`config.mk`:
```
export PLATFORM = sky130hd
export DESIGN_NAME = alu_mul_sequencer_flat
export DESIGN_NICKNAME = d
export VERILOG_FILES = /design/src/rtl/alu_mul_sequencer_pkg.sv /design/src/rtl/alu_mul_sequencer_if.sv /design/src/rtl/alu_mul_sequencer.sv /design/src/flat_wrapper.sv
export SDC_FILE = /design/constraint.sdc
export NUM_CORES = 1
export LEC_CHECK = 0
export ABC_AREA = 1
export BUFFER_PORTS_ARGS = -buffer_cell sky130_fd_sc_hd__buf_2
export CORE_ASPECT_RATIO = 0.9
export CORE_UTILIZATION = 44
export CTS_BUF_LIST = sky130_fd_sc_hd__clkbuf_2 sky130_fd_sc_hd__clkbuf_4 sky130_fd_sc_hd__clkbuf_8
export CTS_CLUSTER_DIAMETER = 150
export DETAILED_ROUTE_END_ITERATION = 7
export GPL_ROUTABILITY_DRIVEN = 0
export GPL_TIMING_DRIVEN = 0
export HOLD_SLACK_MARGIN = 0.15
export MAX_ROUTING_LAYER = met4
export PLACE_DENSITY = 0.78
export SLEW_MARGIN = 0
export SYNTH_ARGS = -nofsm -noshare
export SYNTH_HDL_FRONTEND = slang
export SYNTH_SLANG_ARGS = --single-unit
```
`constraint.sdc`:
```
create_clock -name clk -period 1.5 [get_ports clk]
set_clock_uncertainty 0.05 [all_clocks]
set_input_delay 0.3 -clock clk [delete_from_list [all_inputs] [get_ports clk]]
set_output_delay 0.3 -clock clk [all_outputs]
set_load 0.05 [all_outputs]
```
`src/rtl/alu_mul_sequencer_pkg.sv`:
```
// rtl/alu_mul_sequencer_pkg.sv - shared types and widths for the multiply request sequencer
package alu_pkg;

    localparam int MUL_LATENCY = 4;
    localparam int MUL_W       = 8;
    localparam int PROD_W      = 16;

    typedef enum logic [1:0] {
        IDLE  = 2'd0,
        ISSUE = 2'd1,
        WAIT  = 2'd2,
        RESP  = 2'd3
    } mul_seq_state_t;

    // An operand of zero makes the product trivially zero.
    function automatic logic has_zero_operand(input logic [MUL_W-1:0] a, input logic [MUL_W-1:0] b);
        return (a == '0) || (b == '0);
    endfunction

endpackage

```
`src/rtl/alu_mul_sequencer_if.sv`:
```
// rtl/alu_mul_sequencer_if.sv - request, multiplier and response signal bundle of the sequencer
interface alu_mul_sequencer_if
    import alu_pkg::*;
#(
    parameter int TAG_W = 4
);
    logic                 req_valid;
    logic                 req_ready;
    logic [MUL_W-1:0]     req_a;
    logic [MUL_W-1:0]     req_b;
    logic [TAG_W-1:0]     req_tag;

    logic                 mul_start;
    logic [MUL_W-1:0]     mul_a;
    logic [MUL_W-1:0]     mul_b;
    logic                 mul_done;
    logic [PROD_W-1:0]    mul_result;

    logic                 rsp_valid;
    logic                 rsp_ready;
    logic [PROD_W-1:0]    rsp_result;
    logic [TAG_W-1:0]     rsp_tag;
    logic                 rsp_err;

    logic                 busy;

    // Sequencer side.
    modport slave (
        input  req_valid, req_a, req_b, req_tag,
        input  mul_done, mul_result,
        input  rsp_ready,
        output req_ready,
        output mul_start, mul_a, mul_b,
        output rsp_valid, rsp_result, rsp_tag, rsp_err,
        output busy
    );

    // Requester, multiplier and consumer side.
    modport master (
        output req_valid, req_a, req_b, req_tag,
        output mul_done, mul_result,
        output rsp_ready,
        input  req_ready,
        input  mul_start, mul_a, mul_b,
        input  rsp_valid, rsp_result, rsp_tag, rsp_err,
        input  busy
    );

endinterface

```
`src/rtl/alu_mul_sequencer.sv`:
```
// rtl/alu_mul_sequencer.sv - one-at-a-time multiply request sequencer with watchdog and zero bypass
module alu_mul_sequencer
    import alu_pkg::*;
#(
    parameter int TAG_W       = 4,
    parameter int TIMEOUT     = 8,
    parameter int ZERO_BYPASS = 1
) (
    input  logic                clk,
    input  logic                rst_n,
    alu_mul_sequencer_if.slave  bus
);

    localparam int CNT_W = $clog2(TIMEOUT + 1);

    mul_seq_state_t     state;
    mul_seq_state_t     state_nxt;

    logic [CNT_W-1:0]   wd_cnt;
    logic [MUL_W-1:0]   a_q;
    logic [MUL_W-1:0]   b_q;
    logic [TAG_W-1:0]   tag_q;
    logic [PROD_W-1:0]  result_q;
    logic               err_q;

    logic               req_ready_c;
    logic               mul_start_c;
    logic               rsp_valid_c;
    logic               busy_c;
    logic               bypass;
    logic               timeout_hit;

    assign bypass      = (ZERO_BYPASS != 0) && has_zero_operand(bus.req_a, bus.req_b);
    // Last permitted WAIT cycle: the counter started at 0 on the first one.
    assign timeout_hit = (wd_cnt == CNT_W'(TIMEOUT - 1));

    // State register.
    always_ff @(posedge clk or negedge rst_n) begin
        if (!rst_n) begin
            state <= IDLE;
        end else begin
            state <= state_nxt;
        end
    end

    // Next-state and handshake/strobe decode.
    always_comb begin
        state_nxt   = state;
        req_ready_c = 1'b0;
        mul_start_c = 1'b0;
        rsp_valid_c = 1'b0;
        busy_c      = 1'b1;
        case (state)
            IDLE: begin
                req_ready_c = 1'b1;
                busy_c      = 1'b0;
                if (bus.req_valid) begin
                    state_nxt = bypass ? RESP : ISSUE;
                end
            end
            ISSUE: begin
                mul_start_c = 1'b1;
                state_nxt   = WAIT;
            end
            WAIT: begin
                if (bus.mul_done || timeout_hit) begin
                    state_nxt = RESP;
                end
            end
            RESP: begin
                rsp_valid_c = 1'b1;
                if (bus.rsp_ready) begin
                    state_nxt = IDLE;
                end
            end
            default: begin
                state_nxt = IDLE;
            end
        endcase
    end

    // Operand capture, watchdog and response registers. Operands only move
    // on acceptance so the multiplier sees them stable for the whole operation.
    always_ff @(posedge clk or negedge rst_n) begin
        if (!rst_n) begin
            a_q      <= '0;
            b_q      <= '0;
            tag_q    <= '0;
            result_q <= '0;
            err_q    <= 1'b0;
            wd_cnt   <= '0;
        end else begin
            case (state)
                IDLE: begin
                    if (bus.req_valid) begin
                        a_q      <= bus.req_a;
                        b_q      <= bus.req_b;
                        tag_q    <= bus.req_tag;
                        result_q <= '0;
                        err_q    <= 1'b0;
                        wd_cnt   <= '0;
                    end
                end
                WAIT: begin
                    if (bus.mul_done) begin
                        result_q <= bus.mul_result;
                        err_q    <= 1'b0;
                    end else if (timeout_hit) begin
                        result_q <= '0;
                        err_q    <= 1'b1;
                    end else begin
                        wd_cnt   <= wd_cnt + 1'b1;
                    end
                end
                default: begin
                end
            endcase
        end
    end

    assign bus.req_ready  = req_ready_c;
    assign bus.mul_start  = mul_start_c;
    assign bus.mul_a      = a_q;
    assign bus.mul_b      = b_q;
    assign bus.rsp_valid  = rsp_valid_c;
    assign bus.rsp_result = result_q;
    assign bus.rsp_tag    = tag_q;
    assign bus.rsp_err    = err_q;
    assign bus.busy       = busy_c;

endmodule

```
`src/flat_wrapper.sv`:
```
// flat-port wrapper written by rule: the top's interface ports become plain ports
module alu_mul_sequencer_flat import alu_pkg::*;
#(
    parameter int TAG_W       = 4,
    parameter int TIMEOUT     = 8,
    parameter int ZERO_BYPASS = 1
)
  (clk, rst_n, bus_req_valid, bus_req_a, bus_req_b, bus_req_tag, bus_mul_done, bus_mul_result, bus_rsp_ready, bus_req_ready, bus_mul_start, bus_mul_a, bus_mul_b, bus_rsp_valid, bus_rsp_result, bus_rsp_tag, bus_rsp_err, bus_busy);
  alu_mul_sequencer_if #(.TAG_W(TAG_W)) bus_i ();
  input  logic clk;
  input  logic rst_n;
  input wire logic [$bits(bus_i.req_valid)-1:0] bus_req_valid;
  input wire logic [$bits(bus_i.req_a)-1:0] bus_req_a;
  input wire logic [$bits(bus_i.req_b)-1:0] bus_req_b;
  input wire logic [$bits(bus_i.req_tag)-1:0] bus_req_tag;
  input wire logic [$bits(bus_i.mul_done)-1:0] bus_mul_done;
  input wire logic [$bits(bus_i.mul_result)-1:0] bus_mul_result;
  input wire logic [$bits(bus_i.rsp_ready)-1:0] bus_rsp_ready;
  output wire logic [$bits(bus_i.req_ready)-1:0] bus_req_ready;
  output wire logic [$bits(bus_i.mul_start)-1:0] bus_mul_start;
  output wire logic [$bits(bus_i.mul_a)-1:0] bus_mul_a;
  output wire logic [$bits(bus_i.mul_b)-1:0] bus_mul_b;
  output wire logic [$bits(bus_i.rsp_valid)-1:0] bus_rsp_valid;
  output wire logic [$bits(bus_i.rsp_result)-1:0] bus_rsp_result;
  output wire logic [$bits(bus_i.rsp_tag)-1:0] bus_rsp_tag;
  output wire logic [$bits(bus_i.rsp_err)-1:0] bus_rsp_err;
  output wire logic [$bits(bus_i.busy)-1:0] bus_busy;
  assign bus_i.req_valid = bus_req_valid;
  assign bus_i.req_a = bus_req_a;
  assign bus_i.req_b = bus_req_b;
  assign bus_i.req_tag = bus_req_tag;
  assign bus_i.mul_done = bus_mul_done;
  assign bus_i.mul_result = bus_mul_result;
  assign bus_i.rsp_ready = bus_rsp_ready;
  assign bus_req_ready = bus_i.req_ready;
  assign bus_mul_start = bus_i.mul_start;
  assign bus_mul_a = bus_i.mul_a;
  assign bus_mul_b = bus_i.mul_b;
  assign bus_rsp_valid = bus_i.rsp_valid;
  assign bus_rsp_result = bus_i.rsp_result;
  assign bus_rsp_tag = bus_i.rsp_tag;
  assign bus_rsp_err = bus_i.rsp_err;
  assign bus_busy = bus_i.busy;
  alu_mul_sequencer #(.TAG_W(TAG_W), .TIMEOUT(TIMEOUT), .ZERO_BYPASS(ZERO_BYPASS)) u_core (.clk(clk), .rst_n(rst_n), .bus(bus_i));
endmodule
```
; ---- Word-level counts from Yosys, hierarchy flattened
; Index checks and enable logic that the tools add are counted.
[totals]
latchBits = 0
n_memories = 0
input_bits = 41
out_inout_bits = 41
word_cells = 49
mem_bits_rw = 0
ff_bits = 43
rom_bits = 0
[op_classes]
n_addsub = 1
mul = 0
n_reduce_logical = 10
n_mux = 21
magnitude_cmp = 0
n_div = 0
bitwise_logic = 0
shifts = 0
eq_ne = 10
[ops]
columns = op, count
row1 = $mux W16, 3
row2 = $pmux W16 S2, 1
row3 = $logic_not A8 Y1, 2
row4 = $mux W4, 3
row5 = $mux W2, 4
row6 = $ne A2 B2 Y1 const B, 4
row7 = $pmux W2 S4, 1
row8 = $pmux W4 S2, 1
row9 = $mux W1, 7
row10 = $reduce_and A3 Y1, 2
row11 = $add A4 B1 Y4 const B, 1
row12 = $eq A2 B2 Y1 const B, 2
row13 = $eq A4 B3 Y1 const B, 1
row14 = $reduce_and A4 Y1, 1
row15 = $ne A3 B2 Y1 const B, 1
row16 = $eq A2 B1 Y1 const B, 1
row17 = $logic_not A2 Y1, 1
row18 = $logic_or A1 B1 Y1, 2
row19 = $ne A2 B1 Y1 const B, 1
row20 = $pmux W1 S2, 1
row21 = $reduce_and A2 Y1, 1
row22 = $reduce_bool A2 Y1, 1

; ---- Depth between registers and ports, before layout
; Gate-level depths: netlist of run 1.
[logic_depth]
word_depth = 5
depth_mapped = 9
depth_no_buf = 9

; ---- Worst setup path after synthesis of run 1
; No wires, ideal clock.
[synth_path]
kind = reg-to-reg
from = reg u_core.state[0]
to = reg u_core.state[1]
slack_ps = -728
t_arrival_ps = 2061
path_stages_with_launch = 9
required_ps = 1333
path_buffers = 0
setup_ps = 117
synth_period_minus_slack_ps = 2228
cell_sequence = dfrtp_1 -> inv_1 -> ha_1 -> inv_1 -> or2_2 -> nand3_1 -> nor2_1 -> nand2_1 -> nand2_1
[synth_between]
elab_chain_len = 3
elab_cells_between_ends = 9
cone_classes = eq/ne (6) / mux (1) / reduce/logical (2)
[synth_lines]
columns = element, line_no
row1 = start: declaration, alu_mul_sequencer.sv:16  ; mul_seq_state_t state;
row2 = start signal: assignment, alu_mul_sequencer.sv:42  ; state <= state_nxt;
row3 = $eq A2 B2 Y1 or $logic_not A2 Y1 (tied branches), alu_mul_sequencer.sv:53  ; case (state)
row4 = $ne A2 B1 Y1 (no line) or $ne A2 B2 Y1 (tied branches), n/a
row5 = $reduce_and A3 Y1 (no line), n/a
; Parallel ways exist; a longest one is shown, timed or not.
; A chain may end at the register's enable or synchronous reset.

; ---- Final worst setup path of run 1
[layout_path]
from = reg u_core.state[1]
to = reg u_core.result_q[3] (netlist: u_core.bus.rsp_result[3])
[layout_between]
elab_chain_len = 3
elab_cells_between_ends = 7
cone_classes = eq/ne (3) / mux (1) / reduce/logical (3)
[layout_lines]
columns = element, line_no
row1 = $eq A2 B2 Y1 or $logic_not A2 Y1 (tied branches), alu_mul_sequencer.sv:93  ; case (state)
row2 = $ne A3 B2 Y1 (no line) (tied with other cells), n/a
row3 = $reduce_and A3 Y1 (no line), n/a
row4 = end signal: assignment, alu_mul_sequencer.sv:106  ; result_q <= bus.mul_result;
row5 = end: declaration, alu_mul_sequencer.sv:23  ; logic [PROD_W-1:0] result_q;
; Parallel ways exist; a longest one is shown, timed or not.

==> metrics, run 1 <==
status=finished, violations left; failing checks=design-rule violations, negative setup slack; Crit-path slowest cell=dfrtp_2; Worst Hold Path EP=u_core.bus.rsp_tag[0]$_DFFE_PN0P_; DRC viols=13; Finish-stage setup viols=34; Max clock buf depth=2; Synth Area in Compound Gates=under 10%; register area=around 1100 um2; maximum operating frequency=615 MHz; max-slew violation count=0; Worst R2R End=u_core.bus.rsp_result[3]$_DFFE_PN0P_; vias in the first global route=about 1600; clock slew at reported path FFs=roughly 80 ps; I/O Pins=82; Critical Path RT=approximately 1600 ps; synth top area cells=dfrtp_1 (57%), nand2_1 (13%), mux2_2 (7.1%); via count=around 1700; number of enable flip-flop cells after synthesis=0; synthesis-stage register bit count=between 40 and 50; GRT busiest layer=met2; Area Overhead vs Synth=51.8%; fraction of layout cells with a size suffix above 1=49.0%; CTS Buf Count=5; DR iter-0 viols=around 110; RSZ-0062 raised after global routing=yes; crit end category=flip-flop; CP Launch Type=flip-flop; row cnt=22; Synth Area in XOR/XNOR=0%; main combinational cell family by area after synthesis=simple AND/OR/NAND/NOR gates; hold_ws=189 ps; Pwr Density=approximately 2600 nW/um2; Skew-Pair Late Insertion Delay=about 290 ps; Max transition margin=between 60% and 70%; post-synthesis simple-gate area fraction=19.0%; post-route clock period utilization=108%; first-pass GRT wire length=around 7100 um; initial core utilization=roughly 46%; post-synth top area share=between 50% and 60%; non-filler cells, final=approximately 350; DP HPWL=approximately 2900 um; fillers=294; clock period minus worst slack=1630 ps; area of the multi-input gates=between 800 and 900 um2; ANT cells=0; final WL=4450 um; core region area=between 4000 and 5000 um2; root buffer cell=clkbuf_8; worst setup margin=-126 ps; HP Start=bus_req_tag[0]; Synth Area in Adders=roughly 3.3%; sequential-to-total area share from yosys stat=about 57%; Hold Crit Class=input port to flip-flop; critical-path cell list=inv_2 > ha_4 > buf_4 > o21ai_4 > nand2_8 > clkbuf_16 > nand2_1 > o21ai_1; met2 usage=35.1%; Max VDD drop=between 0.001 and 0.0015 V; DR WL/cell=approximately 13 um; leakage power=approximately 0.0015 uW; die width=approximately 71 um; Final Util=70.1%; most used flip-flop cell after synthesis=dfrtp_1; Die H=about 64 um; H-tree levels=2; cells after synthesis=200; DIE AREA=between 4000 and 5000 um2; Final Hold Viols=0; IO Port Bufs=81; Netlist cell types=19; hold path depth=2; max cap viols=0; drt pass-1 iters=8; CP max stage delay=400 ps; reg2reg setup slack=-130 ps; Crit Path Max Fanout=8; post-route setup TNS=-2310 ps; synthesized area=1890 um2; Commonest cells post-synth=nand2_1 (64), dfrtp_1 (43), o21ai_1 (16); multiplexer share of the synthesized area=a little over 7%; met3 usage=around 5.2%; CTS tree=built; GRT Util Overall=a little over a fifth; CP Class=flip-flop to flip-flop; nets=350; total congestion overflow=0; FF-to-FF path depth=8; initial antenna violation count=0; Avg Inst Size Synth=~9.5 um2; Worst R2R Start=u_core.state[1]$_DFFE_PN0P_; CTS Sinks=43; YS warnings=0; vias per cell=just under 5; placed cell count=329; syn_nets=approximately 250; critical path arrival=about 1800 ps; Synth async-reset ratio=between 90% and 100%; GR Layer Usage met1=23.8%; count leader, synth=nand2_1; area leader, netlist=dfrtp_1; Slew @ Worst Pin=approximately 580 ps; DRT antenna net count=0; largest net degree at the start of global routing=44
==> worst max-delay path: cells and delay by family (launching register included) <==
family / cells / cell delay (ps)
AOI/OAI and AO/OA: 2 / 290
adders and majority gates: 1 / 180
DFF: 1 / 400
buffers and inverters: 3 / 390
and+or+nand+nor: 2 / 190
==> sequential cells by signal, summed over array words and instances (netlist names) <==
register               flops
u_core.bus.mul_b           8
u_core.bus.rsp_err         1
u_core.bus.mul_a           8
u_core.wd_cnt              4
u_core.bus.rsp_result     16
u_core.state               2
u_core.bus.rsp_tag         4
==> placed cells by master, fill, tap and decap left out <==
cell type       n
inv_2           3
dfrtp_2         1
clkbuf_2        1
dfrtp_1        42
nand2_8         1
nand2_2         5
nand2_4         2
ha_4            3
inv_4           2
bufinv_16       1
nor2_4          1
o21ai_0         8
buf_12          1
buf_6           7
nand2_1        58
buf_2          76
buf_8           6
o21ai_4         1
inv_1          10
o21ai_2         3
clkbuf_8        5
dlygate4sd3_1   1
nor2_1          8
or2_2           1
mux2_2         12
buf_4           8
o21ai_1        17
clkinvlp_4      1
nand3_1         6
clkbuf_16       3
nand3_4         2
nand4_1         3
or2_4           1
ha_1            2
clkbuf_4        2
==> power by group <==
group,total (uW),internal [uW],switching [uW]
Clock,884,506,378
Combinational,4700,1670,3030
Sequential,1890,1630,256
Total,7470,3810,3670
==> timing repair <==
action	in CTS	in global routing
endpoints found under the setup margin	38	46
endpoints found under the hold margin	43	0
gates resized for setup	23	32
setup buffers	7	5
hold buffers	1	0
gates cloned	0	3
pin swaps	2	10
==> stage by stage <==
step | total power [uW] | cell area, um2 | setup WS [ps]
2_1_floorplan | 4740 | 1920 | -250
3_3_place_gp | 5500 | 2390 | -185
3_5_place_dp | 5560 | 2390 | -196
4_1_cts | 6810 | 2650 | -114
5_1_grt | 7890 | 2870 | -195
6_report | 7470 | 2870 | -126
==> worst max path at each step <==
stage / from / to / cells after the start
after floorplan: u_core.state[1]$_DFFE_PN0P_ / u_core.state[1]$_DFFE_PN0P_ / 8
after detailed placement: u_core.state[0]$_DFFE_PN0P_ / u_core.bus.rsp_result[12]$_DFFE_PN0P_ / 8
after global routing: u_core.state[1]$_DFFE_PN0P_ / u_core.bus.rsp_result[7]$_DFFE_PN0P_ / 8
after global placement: u_core.state[0]$_DFFE_PN0P_ / u_core.bus.rsp_result[15]$_DFFE_PN0P_ / 8
final: u_core.state[1]$_DFFE_PN0P_ / u_core.bus.rsp_result[3]$_DFFE_PN0P_ / 8
after CTS: u_core.state[1]$_DFFE_PN0P_ / bus_busy / 4
==> cell type report <==
cell class                      instances  area share (%)
Tap cell                               48            2.09
Timing Repair Buffer                   97            22.2
Multi-Input combinational cell        134            29.0
Clock inverter                          1            1.04
Sequential cell                        43            37.5
Inverter                               16            2.39
Buffer                                  7            3.05
Clock buffer                            6            2.66
==> layer usage <==
metal,vias to the layer above,share of wire [%],wire [um]
li1,851,-,-
met1,769,46,2030
met2,72,46,2040
met3,9,6.8,304
met4,0,1.6,70
met5,-,0,0
==> kinds of logic (layout without fill, tap and decap cells) <==
kind of cell    count (synthesis)  in the layout
flops                          43             43
simple gates                   88             88
mux                            12             12
buf+inv                        23            127
compound gates                 29             29
fa+ha+maj                       5              5
No activity file was read; power rests on OpenSTA's default activity.
==> run 2: changes to the inputs <==
--- a/config.mk
+++ b/config.mk
@@ -16,7 +16,7 @@
 export GPL_TIMING_DRIVEN = 0
 export HOLD_SLACK_MARGIN = 0.15
 export MAX_ROUTING_LAYER = met4
-export PLACE_DENSITY = 0.78
+export PLACE_DENSITY_LB_ADDON = 0.3
 export SLEW_MARGIN = 0
 export SYNTH_ARGS = -nofsm -noshare
 export SYNTH_HDL_FRONTEND = slang
==> run 2 against run 1 <==
The run still ends with design-rule violations, negative setup slack left; first-iteration DRC count fell by 45%; utilization fell by 2.7 points; combinational power fell by 5.1%; hold slack improved by 2.9 ps; global-route usage rose by 0.84 points; critical endpoint unchanged.
==> metrics, run 2 (synthesis results as in run 1) <==
Hold Crit Class=input port to flip-flop; internal power=3480 uW (-8.5%); status=finished, violations left; GRT busiest layer=met2; Final Hold Viols=0 (unchanged); number of flip-flops in the largest register=16 (unchanged); core region area=4100 um2 (unchanged); non-filler cells, final=349 (-0.85%); post-route clock period utilization=108% (about the same); DRC viols=9 (-4); reg2reg setup slack=-130 ps (about the same); H-tree levels=2 (unchanged); Sequential Power Share=26.6% (+1.3 points); GR Layer Usage met1=27.1% (+3.2 points); leakage power=0.00144 uW (-3.2%); root buffer cell=clkbuf_8; I/O Pins=82 (unchanged); critical path arrival=1750 ps (about the same); CP Launch Type=flip-flop; vias per cell=4.84 (+0.21%); CTS Buf Count=5 (unchanged); fillers=321 (+9.2%); P_sw=3580 uW (-2.3%); initial antenna violation count=0 (unchanged); first-pass GRT wire length=7410 um (+3.9%); hold path depth=2 (unchanged); failing checks=design-rule violations, negative setup slack; HP Start=bus_req_tag[2]; Finish-stage setup viols=30 (-12%); Area Overhead vs Synth=45.9%; DR WL/cell=12.8 um (+1.4%); Worst R2R End=u_core.bus.rsp_result[3]$_DFFE_PN0P_; Worst Hold Path EP=u_core.bus.rsp_tag[2]$_DFFE_PN0P_; row cnt=22 (unchanged); FF-to-FF path depth=8 (unchanged); DRT antenna net count=0 (unchanged); Critical Path RT=1620 ps (about the same); IO Port Bufs=81 (unchanged); Pwr Density=2560 nW/um2 (-1.6%); worst slack at placement=-242 ps (-45.2 ps); max-slew violation count=0 (unchanged); Die H=64.2 um (unchanged); CTS Sinks=43 (unchanged); Slew @ Worst Pin=575 ps (-3.44 ps); Clock power frac=10.3% (-1.5 points); met3 usage=7.10% (+1.9 points); Skew-Pair Late Insertion Delay=290 ps (about the same); clock period minus worst slack=1630 ps (-0.658 ps); CTS tree=built; nets=346 (-1.1%); DP HPWL=2910 um (+1.7%); Max VDD drop=0.00122 V (+17%); initial core utilization=46.2% (unchanged); final WL=4470 um (+0.56%); drt pass-1 iters=6 (-2); placed cell count=329 (unchanged); DIE AREA=4570 um2 (unchanged); worst setup margin=-126 ps (+0.658 ps); vias in the first global route=1650 (+0.49%); fraction of layout cells with a size suffix above 1=47.2% (-1.8 points); total congestion overflow=0 (unchanged); crit end category=flip-flop; CP Class=flip-flop to flip-flop; Power Total=7070 uW (-5.4%); sw frac=50.7% (+1.6 points); hold_ws=192 ps (+2.87 ps); die width=71.1 um (unchanged); commonest non-fill, non-tap cell in the layout=buf_2; Max transition margin=61.7% (+0.23 points); Max clock buf depth=2 (unchanged); DR iter-0 viols=61 (-45%); maximum operating frequency=615 MHz (about the same); crit path launch=u_core.state[1]$_DFFE_PN0P_; largest net degree at the start of global routing=44 (unchanged); max cap viols=0 (unchanged); clock slew at reported path FFs=80 ps (about the same); most frequent cells in the layout=buf_2 (77), nand2_1 (62), dfrtp_1 (43); ANT cells=0 (unchanged); GRT Util Overall=21.7% (+0.84 points); Worst R2R Start=u_core.state[1]$_DFFE_PN0P_; met2 usage=33.8% (-1.3 points); via count=1690 (-0.65%); Crit Path Max Fanout=8 (unchanged); RSZ-0062 raised after global routing=yes; Comb power frac=63.1% (+0.2 points)
==> run 2: cell count changes in the layout (fill, tap and decap cells not counted), moves of 2 or more <==
cell	delta
nand2_1	+4
nand2_2	-3
buf_6	-2
buf_8	-2
o21ai_0	+2
o21ai_1	-2
==> run 2: worst max path at each step <==
stage,end,slack [ps]
2_1_floorplan,u_core.state[1]$_DFFE_PN0P_,-250
3_3_place_gp,u_core.bus.rsp_result[8]$_DFFE_PN0P_,-170
3_5_place_dp,u_core.bus.rsp_result[13]$_DFFE_PN0P_,-240
4_1_cts,bus_busy,-100
5_1_grt,u_core.bus.rsp_result[3]$_DFFE_PN0P_,-200
6_report,u_core.bus.rsp_result[3]$_DFFE_PN0P_,-130
==> run 2: power by group through the flow <==
| stage | clock network (uW) | registers, uW | logic [uW] |
|---|---|---|---|
| after floorplan | 0 | 3410 | 1330 |
| after global placement | 0 | 1890 | 3610 |
| after detailed placement | 0 | 1910 | 3670 |
| after CTS | 749 | 1880 | 4100 |
| after global routing | 813 | 1940 | 4740 |
| final | 728 | 1880 | 4460 |
==> run 2: what timing repair did <==
item | 4_1_cts | 5_1_grt
endpoints found under the setup margin | 39 | 54
gates resized for setup | 25 | 16
hold buffers | 1 | 0
buffers inserted | 8 | 1
cloned | 0 | 2
hold endpoints to repair | 43 | 0
pin swaps | 3 | 4
==> run 2: layout make-up <==
cell class / instances / area, um2 / share of cell area [%]
inverters: 16 / 66.3 / 2.40
repair buffers: 93 / 577 / 20.9
clock buffers: 7 / 83.8 / 3.03
well taps: 48 / 60.1 / 2.17
clock inverters: 1 / 5.00 / 0.181
multi-input cells: 134 / 815 / 29.5
plain buffers: 7 / 80.1 / 2.90
flip-flops and latches: 43 / 1080 / 38.9
==> run 2: metal layers <==
metal / up-vias / share of wire, % / wire length [um]
met5: - / 0 / 0
met4: 0 / 0.85 / 38
met1: 786 / 44 / 1980
met3: 4 / 5.7 / 256
li1: 841 / - / -
met2: 59 / 49 / 2200
==> run 2: metrics by stage <==
stage	utilization [%]	cell area, um2	setup TNS [ps]
3_5_place_dp	58.2	2390	-4730
6_report	67.4	2760	-2270
3_3_place_gp	58.2	2390	-3940
5_1_grt	67.4	2760	-4850
4_1_cts	64.7	2650	-332
2_1_floorplan	-	1920	-603
==> run 2: worst max-delay path: stages, from the launching register on <==
cell and delay [ps]:
dfrtp_1 400, inv_2 70, ha_4 190, buf_4 150, o21ai_4 230, nand2_8 120, clkbuf_16 170, nand2_1 50
o21ai_1 70
==> run 3: changes to the inputs <==
--- a/config.mk
+++ b/config.mk
@@ -6,12 +6,12 @@
 export NUM_CORES = 1
 export LEC_CHECK = 0
 export ABC_AREA = 1
-export BUFFER_PORTS_ARGS = -buffer_cell sky130_fd_sc_hd__buf_2
 export CORE_ASPECT_RATIO = 0.9
-export CORE_UTILIZATION = 44
+export CORE_UTILIZATION = 50
 export CTS_BUF_LIST = sky130_fd_sc_hd__clkbuf_2 sky130_fd_sc_hd__clkbuf_4 sky130_fd_sc_hd__clkbuf_8
 export CTS_CLUSTER_DIAMETER = 150
 export DETAILED_ROUTE_END_ITERATION = 7
+export DONT_BUFFER_PORTS = 1
 export GPL_ROUTABILITY_DRIVEN = 0
 export GPL_TIMING_DRIVEN = 0
 export HOLD_SLACK_MARGIN = 0.15
==> run 3 against run 2 <==
The flow finishes with violations (negative setup slack); final cell count down 15%; hold slack improved by 61 ps; critical path type unchanged; die area down 12%.
==> metrics, run 3 (synthesis results as in run 1) <==
most frequent cells in the layout=nand2_1 (63), dfrtp_1 (43), dlygate4sd3_1 (38); Final Hold Viols=0 (unchanged); Skew-Pair Late Insertion Delay=290 ps (about the same); final WL=4630 um (+3.6%); Hold Crit Class=input port to flip-flop; clock slew at reported path FFs=70 ps (about the same); Worst R2R End=u_core.state[1]$_DFFE_PN0P_; DRT antenna net count=0 (unchanged); failing checks=negative setup slack; H-tree levels=2 (unchanged); row cnt=20 (-9.1%); crit end category=flip-flop; Max transition margin=66.3% (+4.6 points); core region area=3500 um2 (-15%); Final Util=74.2% (+6.9 points); CP Launch Type=flip-flop; DIE AREA=4040 um2 (-12%); ANT cells=0 (unchanged); total congestion overflow=0 (unchanged); number of flip-flops in the largest register=16 (unchanged); DP HPWL=2860 um (-2.0%); worst slack at placement=-364 ps (-122 ps); DRC viols=0 (-9); die width=66.9 um (-6.0%); hold path depth=4 (+2); CTS Sinks=43 (unchanged); Max VDD drop=0.00139 V (+13%); Area Overhead vs Synth=37.3%; vias per cell=5.32 (+9.9%); Pwr Density=2420 nW/um2 (-5.3%); non-filler cells, final=296 (-15%); post-route clock period utilization=119% (+11 points); Finish-stage setup viols=30 (unchanged); clock period minus worst slack=1790 ps (+165 ps); critical path arrival=1930 ps (+180 ps); status=finished, violations left; commonest non-fill, non-tap cell in the layout=nand2_1; RSZ-0062 raised after global routing=yes; maximum operating frequency=558 MHz (-9.2%); CTS Buf Count=5 (unchanged); Worst Hold Path EP=u_core.state[0]$_DFFE_PN0P_; DR WL/cell=15.7 um (+22%); leakage power=0.00119 uW (-17%); Power Total=6300 uW (-11%); CTS tree=built; via count=1575 (-6.8%); first-pass GRT wire length=7270 um (-2.0%); Crit Path Max Fanout=6 (-2); initial core utilization=54.0% (+7.9 points); reg2reg setup slack=-290 ps (-170 ps); max-slew violation count=0 (unchanged); initial antenna violation count=0 (unchanged); drt pass-1 iters=4 (-2); placed cell count=244 (-26%); IO Port Bufs=0 (-100%); worst setup margin=-291 ps (-165 ps); Critical Path RT=1640 ps (+20 ps); FF-to-FF path depth=8 (unchanged); nets=297 (-14%); CP Class=flip-flop to flip-flop; Max clock buf depth=2 (unchanged); largest net degree at the start of global routing=44 (unchanged); I/O Pins=82 (unchanged); max cap viols=0 (unchanged); Worst R2R Start=u_core.state[0]$_DFFE_PN0P_; HP Start=bus_rsp_ready; root buffer cell=clkbuf_8; Die H=60.4 um (-6.0%); vias in the first global route=1658 (+0.48%); fraction of layout cells with a size suffix above 1=20.2% (-27 points); DR iter-0 viols=107 (+75%); GRT Util Overall=25.7% (+4.0 points); Slew @ Worst Pin=505 ps (-69.7 ps)
-- run 3: cell types whose count changed in the layout (fill, tap and decap cells not counted), sizes merged --
cell         change
clkinv           -1
clkbuf           -1
dlygate4sd3     +37
buf             -84
-- run 3: worst max path at each step --
stage	from	to	slack, ps	depth (start not counted)
2_1_floorplan	u_core.state[1]$_DFFE_PN0P_	u_core.state[1]$_DFFE_PN0P_	-250	8
3_3_place_gp	u_core.state[1]$_DFFE_PN0P_	u_core.state[1]$_DFFE_PN0P_	-320	8
3_5_place_dp	u_core.state[1]$_DFFE_PN0P_	u_core.state[1]$_DFFE_PN0P_	-360	8
4_1_cts	u_core.state[0]$_DFFE_PN0P_	u_core.state[1]$_DFFE_PN0P_	-290	8
5_1_grt	u_core.state[0]$_DFFE_PN0P_	u_core.state[1]$_DFFE_PN0P_	-360	8
6_report	u_core.state[0]$_DFFE_PN0P_	u_core.state[1]$_DFFE_PN0P_	-290	8
-- run 3: per-stage QoR --
| stage | setup TNS (ps) | cell area [um2] | hold WS (ps) |
|---|---|---|---|
| detailed placement | -5710 | 1980 | -44.7 |
| finish | -3750 | 2600 | 253 |
| global route | -6230 | 2600 | 268 |
| CTS | -3480 | 2570 | 252 |
| global placement | -4040 | 1980 | -44.7 |
| floorplan | -603 | 1920 | -45.6 |
-- run 3: what timing repair did --
action | CTS | global route
pin swaps | 4 | 1
gates resized for setup | 17 | 5
buffers inserted | 4 | 1
endpoints found under the setup margin | 46 | 45
hold buffers | 39 | 0
endpoints found under the hold margin | 80 | 0
-- run 3: layout make-up --
type / count / area (um2)
Timing Repair Buffer: 44 / 438
Sequential cell: 43 / 1080
Multi-Input combinational cell: 134 / 792
Clock buffer: 8 / 104
Inverter: 16 / 63.8
Tap cell: 44 / 55.1
Buffer: 7 / 71.3
Fill cell: 228 / 903
-- run 3: where the power goes --
part	total (uW)	internal [uW]	switching (uW)	leakage [uW]
sequential	3480	1600	1880	0.000554
combinational	2000	876	1120	0.000581
clock	816	438	377	0.0000549
total	6300	2920	3380	0.00119
-- run 3: worst max-delay path: stages (launching register included) --
cell and delay (ps):
dfrtp_1 400, inv_2 90, ha_4 290, clkinvlp_4 320, or2_4 320, nand3_4 80
nor2_2 40, nand2_1 50, nand2_1 40
-- run 3: metal layers --
| layer | up-vias | routed length, um | GRT usage (%) |
|---|---|---|---|
| met5 | - | 0 | - |
| met4 | 0 | 118 | 12.5 |
| met3 | 14 | 385 | 6.39 |
| met2 | 79 | 2380 | 46.5 |
| met1 | 738 | 1750 | 25.9 |
| li1 | 744 | - | - |
